## src/rtl/m_seq_gen.sv

```systemverilog
`default_nettype none
// ============================================================================
//  Module      : m_seq_gen
//  Description : Parametrised maximal-length (m-) sequence generator built on
//                a Fibonacci LFSR. It emits one PN chip per enabled clock and
//                reports a period-start marker (sop) and the chip phase. A
//                runtime seed can be loaded at any time; load beats enable.
//  Option      : M_SEQ_GEN_ZERO_GUARD_EN - when defined, a zero seed load is
//                replaced by SEED, and an all-zero state found at a step is
//                restarted from SEED with the phase re-anchored to 0, so the
//                generator can never lock up. When undefined, no guard logic
//                is built and the all-zero state emits constant 0 chips.
//  Revision    : 1.0 - initial release
// ============================================================================
module m_seq_gen #(
  parameter int unsigned      DEG  = 4,
  parameter logic [DEG-1:0]   TAPS = 4'b1001,
  parameter logic [DEG-1:0]   SEED = 4'b1000
) (
  input  logic           clk,
  input  logic           rst_n,
  input  logic           en,
  input  logic           load,
  input  logic [DEG-1:0] seed_in,
  output logic           data_out,
  output logic           data_vld,
  output logic           sop,
  output logic [DEG-1:0] phase
);

  // Last chip index of a period (2^DEG-2), formed in 33 bits so DEG = 32
  // does not overflow before being cut back to DEG bits.
  localparam logic [32:0]    c_PMAX_W = (33'd1 << DEG) - 33'd2;
  localparam logic [DEG-1:0] c_PMAX   = c_PMAX_W[DEG-1:0];
  localparam logic [DEG-1:0] c_ONE    = {{(DEG-1){1'b0}}, 1'b1};

  logic [DEG-1:0] r_s;          // LFSR state; r_s[0] is the next chip
  logic [DEG-1:0] r_pcnt;       // index of the next chip within the period

  logic [DEG-1:0] w_load_val;   // value written into the LFSR on a load
  logic [DEG-1:0] w_cur_s;      // state the current step works from
  logic [DEG-1:0] w_cur_cnt;    // phase the current step works from
  logic           w_fb;
  logic [DEG-1:0] w_s_next;
  logic [DEG-1:0] w_pcnt_next;

`ifdef M_SEQ_GEN_ZERO_GUARD_EN
  logic w_s_zero;

  // A zero seed would lock the LFSR, so it is replaced by the default seed.
  assign w_load_val = (seed_in == '0) ? SEED : seed_in;

  // An all-zero state is treated as a fresh start from SEED at chip 0, so
  // this very step emits SEED[0] with sop and phase 0.
  assign w_s_zero  = (r_s == '0);
  assign w_cur_s   = w_s_zero ? SEED : r_s;
  assign w_cur_cnt = w_s_zero ? '0   : r_pcnt;
`else
  assign w_load_val = seed_in;
  assign w_cur_s    = r_s;
  assign w_cur_cnt  = r_pcnt;
`endif

  assign w_fb        = ^(w_cur_s & TAPS);
  assign w_s_next    = {w_fb, w_cur_s[DEG-1:1]};
  assign w_pcnt_next = (w_cur_cnt == c_PMAX) ? '0 : (w_cur_cnt + c_ONE);

  // LFSR state and phase counter: load re-anchors, enable steps.
  always_ff @(posedge clk or negedge rst_n) begin
    if (!rst_n) begin
      r_s    <= SEED;
      r_pcnt <= '0;
    end else if (load) begin
      r_s    <= w_load_val;
      r_pcnt <= '0;
    end else if (en) begin
      r_s    <= w_s_next;
      r_pcnt <= w_pcnt_next;
    end
  end

  // Registered chip outputs; data_out and phase hold whenever no step occurs.
  always_ff @(posedge clk or negedge rst_n) begin
    if (!rst_n) begin
      data_out <= 1'b0;
      data_vld <= 1'b0;
      sop      <= 1'b0;
      phase    <= '0;
    end else if (load) begin
      data_vld <= 1'b0;
    end else if (en) begin
      data_out <= w_cur_s[0];
      data_vld <= 1'b1;
      sop      <= (w_cur_cnt == '0);
      phase    <= w_cur_cnt;
    end else begin
      data_vld <= 1'b0;
      sop      <= 1'b0;
    end
  end

endmodule
`default_nettype wire
```

## config.mk

```make
export PLATFORM = sky130hd
export DESIGN_NAME = m_seq_gen
export DESIGN_NICKNAME = d
export VERILOG_FILES = /design/src/rtl/m_seq_gen.sv
export SDC_FILE = /design/constraint.sdc
export NUM_CORES = 1
export LEC_CHECK = 0
export ABC_AREA = 1
export BUFFER_PORTS_ARGS = -buffer_cell sky130_fd_sc_hd__buf_2
export CAP_MARGIN = 20
export CELL_PAD_IN_SITES_DETAIL_PLACEMENT = 1
export CELL_PAD_IN_SITES_GLOBAL_PLACEMENT = 2
export CORE_ASPECT_RATIO = 0.6
export CORE_MARGIN = 4
export CORE_UTILIZATION = 30
export DETAILED_ROUTE_END_ITERATION = 8
export MAX_ROUTING_LAYER = met4
export PLACE_DENSITY = 0.73
export SLEW_MARGIN = 20
export SYNTH_ARGS = -nofsm -noshare
export SYNTH_HDL_FRONTEND = slang
export SYNTH_SLANG_ARGS = --single-unit
```

## constraint.sdc

```tcl
create_clock -name clk -period 1.3 [get_ports clk]
set_input_delay 0.065 -clock clk [delete_from_list [all_inputs] [get_ports clk]]
set_output_delay 0.065 -clock clk [all_outputs]
set_load 0.05 [all_outputs]
```

# ---- Word level (Yosys, flattened, before mapping)
# Index checks and enable logic that the tools add are counted.
dict set report word_totals {
  register_bits 15
  inputBits 8
}
dict set report classes {
  bitwise 1
  eq_ne 1
  reduce_logical 4
  add_sub_neg 1
  muxes 8
}
# operator count
set op_table {}
lappend op_table {{$mux W4} 5}
lappend op_table {{$add A4 B1 Y4 const B} 1}
lappend op_table {{$eq A4 B4 Y1 const B} 1}
lappend op_table {{$logic_not A4 Y1} 1}
lappend op_table {{$reduce_xor A4 Y1} 1}
lappend op_table {{$mux W1} 3}
lappend op_table {{$reduce_and A2 Y1} 1}
lappend op_table {{$reduce_bool A2 Y1} 1}
lappend op_table {{$not A1 Y1} 1}

# ---- Longest topological paths before layout
# Gate-level depths: netlist (run 1).
dict set report depth {
  ltp_word 4
  ltp_mapped 7
  mapped_depth_nobuf 7
}

# ---- Worst setup path after synthesis (run 1)
# OpenSTA, ideal clock, no wires.
dict set report synth_timing {
  kind {reg-to-reg}
  from {register r_pcnt[0]}
  to {register r_pcnt[3]}
  path_stages_with_launch 8
  synth_period_minus_slack_ns 1.061
  required_time_ns 1.184
  path_buffers 0
  t_arrival_ns 0.946
  setup_slack_ns 0.239
  path_cell_list {dfrtp_1 inv_1 ha_1 nand3_1 nand2_4 inv_2 nand3_2 nand2_2}
}
dict set report synth_between {
  elab_chain_cells 4
  word_cells_on_any_way 5
}
# item line
set synth_rtl {}
lappend synth_rtl {{from (decl)} 38} ;# logic [DEG-1:0] r_pcnt;
lappend synth_rtl {{from (signal assigned)} 78} ;# r_pcnt <= w_pcnt_next;
lappend synth_rtl {{$add A4 B1 Y4 / $eq A4 B4 Y1 (equally long branches)} 66} ;# assign w_pcnt_next = (w_cur_cnt == c_PMAX) ? '0 : (w_cur_cnt + c_ONE);
lappend synth_rtl {{$mux W4 *} 66}
lappend synth_rtl {{$mux W4 *} 76} ;# end else if (en) begin
lappend synth_rtl {{$mux W4 *} 73} ;# end else if (load) begin
# Mark *: on every way between the ends. The rest lies on a longest branch, timed or not. The select of a mux whose other input is x is not followed.
# A chain may end at the register's enable or synchronous reset.

# ---- Final worst setup path (run 1)
dict set report layout_timing {
  from {register r_pcnt[0]}
  to {register r_pcnt[1]}
}
# The elaborated chain is that of the path after synthesis.

==> run metrics, run 1 <==
Netlist cell types 18; crit-path max cell delay 0.42 ns; P_leak 0.4464 nW; Crit Path Category flop to flop; f_max around 860 MHz; CP endpoint kind flop; Syn Area/Cell just over 9 um2; largest net degree at the start of global routing 16; final setup violation count 0; Synth-to-Final Area Change 24.68%; max cap viols 0; Mapped Nets 87; count leader, synth nand2_1; Critical Path Most Common Cell nand2_1; number of antenna-violating nets in the routed design 0; wire per inst around 12 um; CP top delay family flip-flops; router iterations before antenna repair 4; all-layer global routing usage 11.89%; clk sinks 15; cell row count 13; Post-synth EDFFs 0; Synth Flop Type dfrtp_1; Post-CTS Resized 0; layout cells sized above 1 a little over a quarter; asr flop ratio synth 100.0%; pre-CTS WS ~0.12 ns; Initial Util between 30% and 40%; first-pass GRT wire length roughly 2.7 mm; clk root buf clkbuf_8; die area 3154 um2; Synth Register Bits 15; post-synth top area share 50.82%; final hold slack roughly 0.038 ns; CP bufs+invs 2; Pins Over Slew Limit 0; Top Ports 15; Vias 555; clk slew on worst S/H paths 0.05 ns; Period Utilization, post-route between 80% and 90%; Final HPWL DP 1.193 mm; RSZ-0062 raised after global routing false; drt initial violations 22; Slew HR between 70% and 80%; Synth area leaders dfrtp_1 51%, nand2_1 14%, ha_1 5.4%, nand3_1 4.4%, dfstp_2 3.8%; slack of the critical path 0.1316 ns; Num CTS Buffers 3; worst vdd ir between 400 and 500 uV; TNS Setup 0 ns; Setup Skew 0.001320 ns; cell taking the most area after synthesis dfrtp_1; Synth warnings 0; CP arrival ~1.3 ns; ant diodes 0; pwr dens approximately 1300 nW/um2; initial antenna violation count 0; GRT overflow 0; gp weighted congestion 0.8387; crit path cell chain inv_1, ha_1, nand3_1, nand2_4, inv_2, nand2_1, nand2_1; status finished, final reports clean; Final Hold Fails 0; CTS max path bufs 2; I/O Buffers 14; hold crit path type primary input to flop; crit path max fanout 6; register area share after synthesis between 50% and 60%; synth cell count leaders 26 x nand2_1, 14 x dfrtp_1, 6 x nand3_1, 5 x inv_1, 5 x nor2_1; slew at the pin closest to its max-slew limit around 0.35 ns; post-layout min period between 1 and 1.5 ns; slowest library cell on the worst path dfrtp_1; drt drc 0; crit path launch type flop; post-layout util slightly below 40%; cells after synthesis 76; Post-Syn Area approximately 690 um2; CORE AREA 2180 um2; fin nets between 100 and 150; worst endpoint required time ~1.4 ns; clock latency on the worst-skew pair 0.24 ns; DR vias/cell 4.405; CTS H-tree depth 1; vias in the first global route roughly 550; WL final around 1.5 mm; CTS tree built; Final Power roughly 1.1 mW; Die H 45.13 um; chip width between 60 and 70 um
[metal layers]
metal	vias up	routed length, um	GRT usage (%)
met5	-	0	-
met4	0	20	4.580
met3	4	106	4.667
met2	14	580	16.51
met1	258	792	15.57
li1	279	-	-
[tightest hold or removal path, stage by stage]
cell     delay (ns)
buf_2          0.08
nand2_1        0.04
nand3_1        0.06
[timing repair]
item                                   4_1_cts  5_1_grt
setup buffers                                0        0
endpoints found under the hold margin       14        0
hold buffers                                 1        0
[where the power goes]
part	switching [mW]	internal (mW)	leakage (nW)
sequential	0.0278	0.509	0.192
combinational	0.149	0.0569	0.231
clock	0.147	0.217	0.0228
[placed cells by master, fill, tap and decap left out, types with 2 or more instances in the layout]
cell type,synthesis,final
clkbuf_8,0,3
o21ai_1,2,2
o21ai_0,3,3
buf_2,0,14
inv_2,2,2
nand2_4,2,2
dfrtp_1,14,14
nor2_1,5,5
inv_1,5,5
ha_1,3,3
nand3_1,6,6
nand2_1,26,26
[cells by family (layout without fill, tap and decap cells)]
| family | after synthesis | after routing | share of synthesized area (%) |
|---|---|---|---|
| and+or+nand+nor | 43 | 43 | 29.40 |
| buffers and inverters | 7 | 27 | 3.812 |
| adders and majority gates | 3 | 3 | 5.445 |
| DFF | 15 | 15 | 54.63 |
| xor gates and xnor gates | 1 | 1 | 1.271 |
| AOI/OAI and AO/OA | 7 | 7 | 5.444 |
[sequential cells by signal (all words and copies together), names as in the netlist]
register  flops
sop           1
phase         4
data_out      1
r_s           4
data_vld      1
r_pcnt        4
[worst paths after layout]
kind                             from         to  slack (ns)  cells past startpoint
min reg2reg                  phase[0]   phase[0]        0.47                      2
max                         r_pcnt[0]  r_pcnt[1]        0.13                      7
min                        seed_in[0]     r_s[0]        0.04                      3
max reg2reg                 r_pcnt[0]  r_pcnt[1]        0.13                      7
max in group asynchronous       rst_n     r_s[3]        0.74                      2
min in group asynchronous       rst_n  r_pcnt[3]        0.26                      2
[layout make-up]
type	count	area (um2)
fill	277	1320
sequential	15	376.6
multi-input combinational	54	286.5
timing repair buffer	16	87.58
clock buffer	4	45.04
tap	30	37.54
inverter	7	26.28
[metrics by stage]
stage | area [um2] | cells
5_1_grt | 859.6 | 126
2_1_floorplan | 689.4 | 76
4_1_cts | 859.6 | 126
3_3_place_gp | 804.5 | 121
6_report | 859.6 | 126
3_5_place_dp | 804.5 | 121
No activity file was read; power rests on OpenSTA's default activity.
==> inputs of run 2 (changes only) <==
--- a/config.mk
+++ b/config.mk
@@ -5,17 +5,17 @@
 export SDC_FILE = /design/constraint.sdc
 export NUM_CORES = 1
 export LEC_CHECK = 0
-export ABC_AREA = 1
 export BUFFER_PORTS_ARGS = -buffer_cell sky130_fd_sc_hd__buf_2
 export CAP_MARGIN = 20
 export CELL_PAD_IN_SITES_DETAIL_PLACEMENT = 1
 export CELL_PAD_IN_SITES_GLOBAL_PLACEMENT = 2
 export CORE_ASPECT_RATIO = 0.6
-export CORE_MARGIN = 4
-export CORE_UTILIZATION = 30
+export CORE_MARGIN = 1.5
+export CORE_UTILIZATION = 32
 export DETAILED_ROUTE_END_ITERATION = 8
 export MAX_ROUTING_LAYER = met4
-export PLACE_DENSITY = 0.73
+export PLACE_DENSITY = 0.74
+export SKIP_LAST_GASP = 1
 export SLEW_MARGIN = 20
 export SYNTH_ARGS = -nofsm -noshare
 export SYNTH_HDL_FRONTEND = slang
==> run metrics, run 2 <==
status finished, final reports clean; post-layout util roughly 44%; router iterations before antenna repair 3; CP Capture Point r_pcnt[2]; met2 usage 20.53%; Synth area leaders dfrtp_1 50%, mux2_4 6.4%, nand2_1 5.9%, ha_1 5.4%, o21ai_0 5.0%; fin nets 98; final hold slack around 0.0056 ns; slew at the pin closest to its max-slew limit 0.3702 ns; clk sinks 15; pwr dens about 1200 nW/um2; final setup violation count 0; number of antenna-violating nets in the routed design 0; asr flop ratio synth 100.0%; Final HPWL DP roughly 1.1 mm; post-synth top area share about 50%; Syn Area/Cell 10.76 um2; drt initial violations 4; ant diodes 0; Synth-to-Final Area Change 23.08%; top flop regs phase (4), r_pcnt (4), r_s (4); Period Utilization, post-route a little over nine tenths; worst vdd ir 610.2 uV; met3 Use GR ~5.2%; CORE AREA about 2000 um2; gp weighted congestion between 0.7 and 0.8; largest net degree at the start of global routing 16; vias in the first global route between 500 and 600; Setup Skew 0.009417 ns; CP arrival ~1.5 ns; CP endpoint kind flop; worst endpoint required time 1.52 ns; I/O Buffers 14; cell taking the most area after synthesis dfrtp_1; Reg2Reg Capture Point r_pcnt[2]; Die H approximately 39 um; Post-synth EDFFs 0; Mapped Nets 76; r2r worst-path depth 5; die area 2484 um2; CTS H-tree depth 1; Synth warnings 0; max cap viols 0; busiest grt layer met1; Initial Util between 30% and 40%; WL final around 1.5 mm; cell row count 12; most frequent cells in the layout 14 x dfrtp_1, 14 x buf_2, 11 x nand2_1, 7 x o21ai_0; worst reg-to-reg setup slack approximately 0.057 ns; DR vias/cell between 4 and 5; post-layout min period between 1 and 1.5 ns; cells after synthesis 65; Final Hold Fails 0; Vias roughly 520; all-layer global routing usage between 10% and 20%; count leader, synth dfrtp_1; synth cell count leaders 14 x dfrtp_1, 11 x nand2_1, 7 x o21ai_0; layout cells sized above 1 between 20% and 30%; hold crit path type primary input to flop; crit path max fanout 5; CTS max path bufs 2; f_max 804.6 MHz; GRT overflow 0; Num CTS Buffers 3; Post-Syn Area between 600 and 700 um2; clock latency on the worst-skew pair around 0.28 ns; drt drc 0; first-pass GRT wire length between 2 and 3 mm; FF-to-FF Start r_pcnt[0]; initial antenna violation count 0; chip width between 60 and 70 um; register area share after synthesis 53.85%; clk root buf clkbuf_4; Crit Path Category flop to flop; clk slew on worst S/H paths about 0.090 ns; Netlist cell types 21; Synth Register Bits 15; Slew HR between 70% and 80%; CTS tree built; Top Ports 15; crit path launch type flop; Post-CTS Resized 0; met1 Use GR 20.79%; Pins Over Slew Limit 0; crit path from r_pcnt[0]; P_leak ~0.43 nW; Synth Flop Type dfrtp_1; wire per inst between 10 and 15 um
==> run 2: how the worst min path moves through the flow <==
| stage | start | endpoint | slack (ns) | cells past startpoint |
|---|---|---|---|---|
| 2_1_floorplan | rst_n | data_out | -0.23 | 0 |
| 3_3_place_gp | rst_n | phase[2] | -0.009 | 1 |
| 3_5_place_dp | rst_n | phase[2] | -0.01 | 1 |
| 4_1_cts | seed_in[2] | r_s[2] | 0.005 | 3 |
| 5_1_grt | seed_in[3] | r_s[3] | 0.004 | 3 |
| 6_report | seed_in[2] | r_s[2] | 0.006 | 3 |
==> run 2: layout make-up <==
cell class / instances / area (um2)
sequential: 15 / 376.6
tap: 28 / 35.03
multi-input combinational: 43 / 284.0
timing repair buffer: 20 / 122.6
fill: 230 / 1091
inverter: 4 / 15.01
clock buffer: 3 / 22.52
clock inverter: 1 / 5.005
==> run 2: cell families after synthesis <==
logic type / count (synthesis) / synth area share [%]
AO/OA/AOI/OAI: 14 / 11.27
XOR/XNOR: 1 / 1.252
adder cells (fa/ha/maj): 3 / 5.367
buffers and inverters: 7 / 5.545
flip-flops: 15 / 53.85
multiplexers: 6 / 10.73
AND/OR/NAND/NOR: 19 / 11.99
==> run 2: timing repair <==
item	4_1_cts	5_1_grt
hold buffers	3	0
hold endpoints to repair	17	0
buffers inserted	0	1
setup endpoints to repair	0	2
==> run 2: metal layers <==
metal	share of wire, %	vias up
met1	52	241
met5	0	-
li1	-	266
met2	42	13
met4	0.54	0
met3	4.9	2
==> run 2: per-stage QoR <==
step | total power [mW] | instances | worst slack (ns) | setup TNS (ns) | instance area [um2]
after floorplan | 0.6719 | 65 | 0.1925 | 0 | 699.4
after global placement | 0.7281 | 106 | 0.1308 | 0 | 795.8
after detailed placement | 0.7325 | 106 | 0.07150 | 0 | 795.8
after CTS | 1.000 | 113 | 0.05674 | 0 | 853.3
after global routing | 1.057 | 114 | -0.02005 | -0.02005 | 860.8
final | 0.9923 | 114 | 0.05712 | 0 | 860.8
==> run 2: worst max-delay path, stage by stage, from the launching register on <==
cell and delay [ns]:
dfrtp_1 0.41, inv_1 0.11, ha_1 0.25, a31oi_1 0.17, o21ai_0 0.09, a21oi_1 0.15
==> run 2: power breakdown <==
group / switching [mW] / internal [mW] / leakage [nW]
Sequential: 0.0253 / 0.505 / 0.194
Combinational: 0.131 / 0.0688 / 0.222
Clock: 0.148 / 0.114 / 0.0177
==> inputs of run 3 (changes only) <==
--- a/config.mk
+++ b/config.mk
@@ -9,7 +9,7 @@
 export CAP_MARGIN = 20
 export CELL_PAD_IN_SITES_DETAIL_PLACEMENT = 1
 export CELL_PAD_IN_SITES_GLOBAL_PLACEMENT = 2
-export CORE_ASPECT_RATIO = 0.6
+export CORE_ASPECT_RATIO = 0.8
 export CORE_MARGIN = 1.5
 export CORE_UTILIZATION = 32
 export DETAILED_ROUTE_END_ITERATION = 8
==> run metrics, run 3 (synthesis results as in run 2) <==
status finished, final reports clean; metal3 WL just over 80 um; TNS Setup 0 ns; DR WL met2 627 um; highest routed layer met4; worst vdd ir about 700 uV; crit-path max cell delay ~0.38 ns; max cap viols 0; largest net degree at the start of global routing 16; Final HPWL DP ~1 mm; Placed Area roughly 790 um2; wire per inst 13.11 um; Slew HR between 70 and 80%; die area about 2500 um2; Pins Over Slew Limit 0; Vias 537; CORE AREA between 1500 and 2000 um2; clock latency on the worst-skew pair approximately 0.28 ns; gp weighted congestion roughly 0.70; layout cells sized above 1 28.74%; CTS max path bufs 2; drt drc 0; crit path launch type flop; WL final roughly 1.5 mm; CP endpoint kind flop; Top Ports 15; Post-CTS Resized 0; chip width approximately 55 um; post-layout min period between 1 and 1.5 ns; most frequent cells in the layout 14 x dfrtp_1, 14 x buf_2, 11 x nand2_1, 7 x o21ai_0; clk sinks 15; final setup violation count 0; Period Utilization, post-route 90.74%; pre-CTS WS 0.07835 ns; Crit Path Category flop to flop; first-pass GRT wire length roughly 2.6 mm; P_leak between 0.4 and 0.5 nW; CTS tree built; Final Hold Fails 0; post-layout util between 40% and 50%; M1 wire length ~730 um; pwr dens ~1200 nW/um2; GRT overflow 0; slack of the critical path 0.1203 ns; ant diodes 0; RSZ-0062 raised after global routing false; worst endpoint required time around 1.5 ns; initial antenna violation count 0; crit path cell chain buf_4, ha_1, a31oi_1, o21ai_0, a21oi_1; Num CTS Buffers 3; top flop regs phase (4), r_pcnt (4), r_s (4); CP arrival ~1.4 ns; DR vias/cell 4.838; I/O Buffers 14; drt initial violations 5; hold crit path type primary input to flop; Die H ~45 um; Synth-to-Final Area Change 23.79%; slowest library cell on the worst path dfrtp_1; router iterations before antenna repair 4; CP top delay family flip-flops; fin area around 870 um2; slew at the pin closest to its max-slew limit 0.3839 ns; all-layer global routing usage 14.52%; CP bufs+invs 1; cell row count 14; Setup Skew between 0.003 and 0.004 ns; vias in the first global route approximately 580; fin nets approximately 100; clk root buf clkbuf_4; f_max approximately 850 MHz; crit path max fanout 4; CTS H-tree depth 1; number of antenna-violating nets in the routed design 0; clk slew on worst S/H paths 0.09 ns; worst reg-to-reg setup slack between 0.1 and 0.15 ns; Initial Util 35.65%
==> run 3: changes by cell type in the layout (fill, tap and decap cells not counted), sizes merged <==
cell         previous run  this run
dlygate4sd3             3         4
==> run 3: final timing paths <==
path                             from   endpoint  cells past startpoint
min in group asynchronous       rst_n   phase[3]                      2
max                         r_pcnt[0]  r_pcnt[2]                      5
min reg2reg                  phase[1]   phase[1]                      2
max reg2reg                 r_pcnt[0]  r_pcnt[2]                      5
min                        seed_in[3]     r_s[3]                      3
max in group asynchronous       rst_n     r_s[3]                      2
==> run 3: per-layer routing <==
| layer | up-vias | GRT usage, % |
|---|---|---|
| li1 | 267 | - |
| met1 | 254 | 17.52 |
| met2 | 14 | 23.10 |
| met3 | 2 | 5.444 |
| met4 | 0 | 4.390 |
| met5 | - | - |
==> run 3: layout make-up <==
class	count	area, um2
Fill cell	232	1096
Sequential cell	15	376.6
Multi-Input combinational cell	43	284.0
Timing Repair Buffer	21	132.6
Tap cell	24	30.03
Clock buffer	3	22.52
Inverter	4	15.01
Clock inverter	1	5.005
==> run 3: worst reg2reg max path, cell delays in order, from the launching register on <==
cell	delay, ns
dfrtp_1	0.38
buf_4	0.15
ha_1	0.21
a31oi_1	0.13
o21ai_0	0.09
a21oi_1	0.16
==> run 3: per-stage QoR <==
stage | hold WS, ns | cells | total power [mW]
after floorplan | -0.2306 | 65 | 0.6719
after global placement | -0.008108 | 102 | 0.7275
after detailed placement | -0.006816 | 102 | 0.7305
after CTS | 0.001797 | 110 | 1.009
after global routing | 0.009560 | 111 | 1.063
final | 0.001525 | 111 | 0.9982
==> run 3: power by group <==
part           switching, mW  internal (mW)  total, mW
clock network          0.151          0.114      0.265
logic                  0.133         0.0715      0.205
registers             0.0227          0.505      0.528
total                  0.307          0.691      0.998
==> run 3: timing repair <==
item / CTS / global route
hold endpoints to repair: 18 / 0
setup endpoints to repair: 0 / 2
setup buffers: 0 / 1
hold buffers: 4 / 0
